## config.mk

```make
export PLATFORM = sky130hd
export DESIGN_NAME = door_lock_ctrl
export DESIGN_NICKNAME = d
export VERILOG_FILES = /design/src/rtl/door_lock_ctrl.sv
export SDC_FILE = /design/constraint.sdc
export NUM_CORES = 1
export LEC_CHECK = 0
export ABC_AREA = 1
export ABC_CLOCK_PERIOD_IN_PS = 1600
export CORE_MARGIN = 2
export CORE_UTILIZATION = 45
export DETAILED_ROUTE_END_ITERATION = 16
export PLACE_DENSITY_LB_ADDON = 0.05
export SYNTH_ARGS = -nofsm -noshare
export SYNTH_HDL_FRONTEND = slang
export SYNTH_SLANG_ARGS = --single-unit
```

## constraint.sdc

```tcl
create_clock -name clk -period 1.6 [get_ports clk]
set_input_delay 0.24 -clock clk [delete_from_list [all_inputs] [get_ports clk]]
set_output_delay 0.24 -clock clk [all_outputs]
set_load 0.01 [all_outputs]
```

## src/rtl/door_lock_ctrl.sv

```systemverilog
// Door strike controller downstream of the password checker: timed open window on a pass,
// timed lockout with a one-cycle alarm after MAX_FAIL consecutive fails, and enter-pulse gating.
module door_lock_ctrl #(
  parameter int unsigned OPEN_CYCLES = 50_000_000,
  parameter int unsigned LOCK_CYCLES = 250_000_000,
  parameter int unsigned MAX_FAIL    = 3,
  parameter int unsigned TIMER_W     = 28,
  parameter int unsigned FAIL_W      = 2
) (
  input  logic              clk,
  input  logic              rst,
  input  logic              enter_in,
  output logic              enter_out,
  input  logic              result_valid,
  input  logic              result_ok,
  output logic              door_open,
  output logic              locked_out,
  output logic              alarm,
  output logic [FAIL_W-1:0] fail_count
);

  typedef enum logic [1:0] {
    ST_IDLE    = 2'd0,
    ST_OPEN    = 2'd1,
    ST_LOCKOUT = 2'd2
  } state_t;

  localparam logic [TIMER_W-1:0] OPEN_LOAD = TIMER_W'(OPEN_CYCLES - 1);
  localparam logic [TIMER_W-1:0] LOCK_LOAD = TIMER_W'(LOCK_CYCLES - 1);
  localparam logic [FAIL_W-1:0]  FAIL_MAX  = FAIL_W'(MAX_FAIL);
  // The fail that brings the count to MAX_FAIL is the one that locks out.
  localparam logic [FAIL_W-1:0]  FAIL_LAST = FAIL_W'(MAX_FAIL - 1);
  localparam logic [TIMER_W-1:0] TIMER_ZERO = {TIMER_W{1'b0}};

  state_t              state_r;
  logic [TIMER_W-1:0]  timer_r;
  logic [FAIL_W-1:0]   fail_cnt_r;

  assign fail_count = fail_cnt_r;

  // Single FSM register block: state, window timer, fail counter and all registered outputs.
  always_ff @(posedge clk) begin
    if (rst) begin
      state_r    <= ST_IDLE;
      timer_r    <= TIMER_ZERO;
      fail_cnt_r <= {FAIL_W{1'b0}};
      door_open  <= 1'b0;
      locked_out <= 1'b0;
      alarm      <= 1'b0;
      enter_out  <= 1'b0;
    end else begin
      alarm     <= 1'b0;
      enter_out <= enter_in & (state_r == ST_IDLE) & ~result_valid;
      case (state_r)
        ST_IDLE: begin
          if (result_valid) begin
            if (result_ok) begin
              state_r    <= ST_OPEN;
              timer_r    <= OPEN_LOAD;
              fail_cnt_r <= {FAIL_W{1'b0}};
              door_open  <= 1'b1;
            end else if (fail_cnt_r >= FAIL_LAST) begin
              state_r    <= ST_LOCKOUT;
              timer_r    <= LOCK_LOAD;
              fail_cnt_r <= FAIL_MAX;
              locked_out <= 1'b1;
              alarm      <= 1'b1;
            end else begin
              fail_cnt_r <= fail_cnt_r + FAIL_W'(1);
            end
          end
        end
        ST_OPEN: begin
          if (timer_r == TIMER_ZERO) begin
            state_r   <= ST_IDLE;
            door_open <= 1'b0;
          end else begin
            timer_r <= timer_r - TIMER_W'(1);
          end
        end
        ST_LOCKOUT: begin
          if (timer_r == TIMER_ZERO) begin
            state_r    <= ST_IDLE;
            locked_out <= 1'b0;
            fail_cnt_r <= {FAIL_W{1'b0}};
          end else begin
            timer_r <= timer_r - TIMER_W'(1);
          end
        end
        default: begin
          state_r    <= ST_IDLE;
          timer_r    <= TIMER_ZERO;
          fail_cnt_r <= {FAIL_W{1'b0}};
          door_open  <= 1'b0;
          locked_out <= 1'b0;
        end
      endcase
    end
  end

endmodule
```

==> impl_results.md <==
- Layout cell share with drive strength beyond 1: 0.388
- IO Port Bufs: 10
- Chip Height: 76.9 um
- Final Core Density: 0.699
- CP Launch Type: register
- Fill cells: 445
- Max-slew violation count: 0
- Dpl cell area: 3060 sq um
- Slowest-stage cell, CP: dfxtp_2
- CTS tree: done
- Min Hold Slack: 461 ps
- Num CTS Buffers: 5
- Post-synth cell types: 30
- Critical Path Start: timer_r[1]
- DR vias/cell: 5.11
- Placer Congestion: 0.927
- Setup TNS: -504 ps
- Initial antenna violation count: 0
- Least-Margin Pin Slew: 629 ps
- CTS Hold Bufs: 0
- Worst Path Max Fanout: 7
- Sequential area share after synthesis: 0.301
- Mapped Avg Cell Area: 6.14 sq um
- Syn_nets: 400
- Register bit total from synthesis: 36
- Gr usage total: 0.258
- Clock slew at reported path FFs: 80 ps
- First-pass DRT Iterations: 4
- R2r worst-path depth: 12
- Total global routing overflow: 0
- Max Cap Viol: 0
- Fin area: 3570 sq um
- Initial Utilization: 0.469
- Die area: 5920 sq um
- IO Pins: 11
- Fmax: 610 MHz
- Final worst slack: -39.9 ps
- Clk root buf: clkbuf_8
- Site row count: 26
- Reg-to-reg critical path endpoint: timer_r[25]
- Critical Path Sink: timer_r[25]
- Setup-failing EPs final: 23
- Worst Skew: 8.03 ps
- # clock sinks: 36
- Final Hold Fails: 0
- CP top delay family: simple AND/OR/NAND/NOR gates
- First DRT Iteration DRCs: 193
- Primary FF master, synth: dfxtp_1
- Area growth syn-to-layout: 49.1%
- Fin crit share: 1.02
- H-tree depth: 2
- Clock Path Buffers: 2
- Vias in the first global route: 2649
- Worst setup EP type: register
- Post-synth EDFFs: 0
- DR vias: 2769
- Worst stage delay on the critical path: 340 ps
- Arr. time, crit path: 1880 ps
- Synth warnings: 0
- Critical Path RT: 1840 ps
- Cell count along the critical path: 12
- CP Buf/Inv Count: 2
- Largest net degree at the start of global routing: 21
- Fin nets: 481
- Ys async rst share: 0
- Wirelength per Cell: 13.8 um
- Seq. cell area: 732 sq um
- # DRC: 0
- Unrepaired setup endpoints after global routing: yes
- Post-Route WL: 7500 um
- Reg-to-reg slack, setup: -40 ps
- Synth Instances: 390
- First-pass GRT wire length: 12300 um
- Critical path cell sequence: inv_2 > ha_4 > nand2_4 > nor2_8 > nand2_4 > nor2_8 > nand3_4 > nand2_8 > nor2_4 > buf_6 > nand2_2 > a21oi_2
- Core Region: 5110 sq um
- Crit Path Class: register to register
- Final HPWL DP: 5090 um
- Synthesized area: 2390 sq um
- HP Class: register to register
- Multi-input gate area: 1750 sq um
- Slew HR: 0.580
- Violated checks: negative setup slack
- # diodes: 0
- Crit path time final: 1640 ps
- FF-to-FF Start: timer_r[1]
- Clock Latency Late Sink: 300 ps
- Detail Route Antenna Nets: 0
- Die Width: 76.9 um
- Status: finished, violations left
==> what timing repair did <==
item                                    CTS  global route
endpoints found under the setup margin   32            34
resized for setup                        36            73
pin swaps                                15            25
cloned                                    0             1
buffers inserted                          6             3
==> state kept, by name, summed over array words and instances, names as in the netlist <==
name and flops:
alarm 1, timer_r 28, enter_out 1, state_r 2
locked_out 1, fail_count 2, door_open 1
==> synth_stat cells, drive strengths merged, types with 2 or more instances <==
cell,n,area share
nor2,73,0.14
clkbuf,3,0.0047
o21bai,4,0.013
nand4,6,0.016
dfxtp,36,0.30
nand2,119,0.20
o22ai,2,0.0052
buf,7,0.023
ha,5,0.026
a21oi,42,0.093
nand3,33,0.074
inv,37,0.059
o21ai,19,0.040
==> layout by cell type, fill, tap and decap left out, types with 4 or more instances in the layout <==
master           instances
nand2_1                 89
buf_4                   66
nor2_1                  44
nand3_1                 29
inv_1                   28
a21oi_1                 28
dfxtp_1                 27
nand2_2                 22
nor2_2                  19
a21oi_2                 14
o21ai_0                 10
clkdlybuf4s50_1         10
dfxtp_2                  9
nor2_4                   8
nand2_4                  7
inv_2                    6
nand4_1                  6
o21ai_2                  5
clkbuf_8                 5
o21ai_1                  4
o21bai_1                 4
buf_12                   4
==> worst register-to-register path: cells and delay by family, from the launching register on <==
family	cells	cell delay [ps]
fa+ha+maj	1	160
compound gates	1	120
simple gates	8	720
flops	1	340
buf+inv	2	230
==> area by class of cell <==
| cell class | instances | area share |
|---|---|---|
| tap | 70 | 0.0245 |
| inverter | 37 | 0.0424 |
| timing repair buffer | 84 | 0.207 |
| clock buffer | 6 | 0.0203 |
| sequential | 36 | 0.205 |
| multi-input combinational | 307 | 0.491 |
| clock inverter | 2 | 0.00982 |
==> how the worst min path moves through the flow <==
| stage | startpoint | to | slack [ps] | cells after the start |
|---|---|---|---|---|
| floorplan | enter_in | enter_out | 370 | 2 |
| global placement | locked_out | locked_out | 460 | 2 |
| detailed placement | locked_out | locked_out | 450 | 2 |
| CTS | locked_out | locked_out | 460 | 2 |
| global route | enter_in | enter_out | 490 | 3 |
| finish | locked_out | locked_out | 460 | 2 |
==> routing by layer <==
metal  up-vias  GRT usage  share of wire  wire (um)
met3         8     0.0459          0.034        258
met4         0     0.0600          0.012         93
met2        46      0.446           0.50       3730
met5         -          0              0          0
met1      1295      0.332           0.46       3420
li1       1420          -              -          -
==> per-stage QoR <==
stage	instances	setup slack, ps
2_1_floorplan	390	0.451
3_3_place_gp	524	-174
3_5_place_dp	524	-229
4_1_cts	538	-4.13
5_1_grt	542	-141
6_report	542	-39.9
==> logic make-up after synthesis <==
| kind of cell | count (synthesis) | synth area share |
|---|---|---|
| fa+ha+maj | 5 | 0.0261 |
| xor+xnor | 2 | 0.00732 |
| buf+inv | 47 | 0.0868 |
| flops | 36 | 0.301 |
| simple gates | 232 | 0.426 |
| compound gates | 68 | 0.153 |
Power is left out: the tool's default activity adds up to more than one toggle a clock period on the data nets, which glitch-free logic cannot reach.
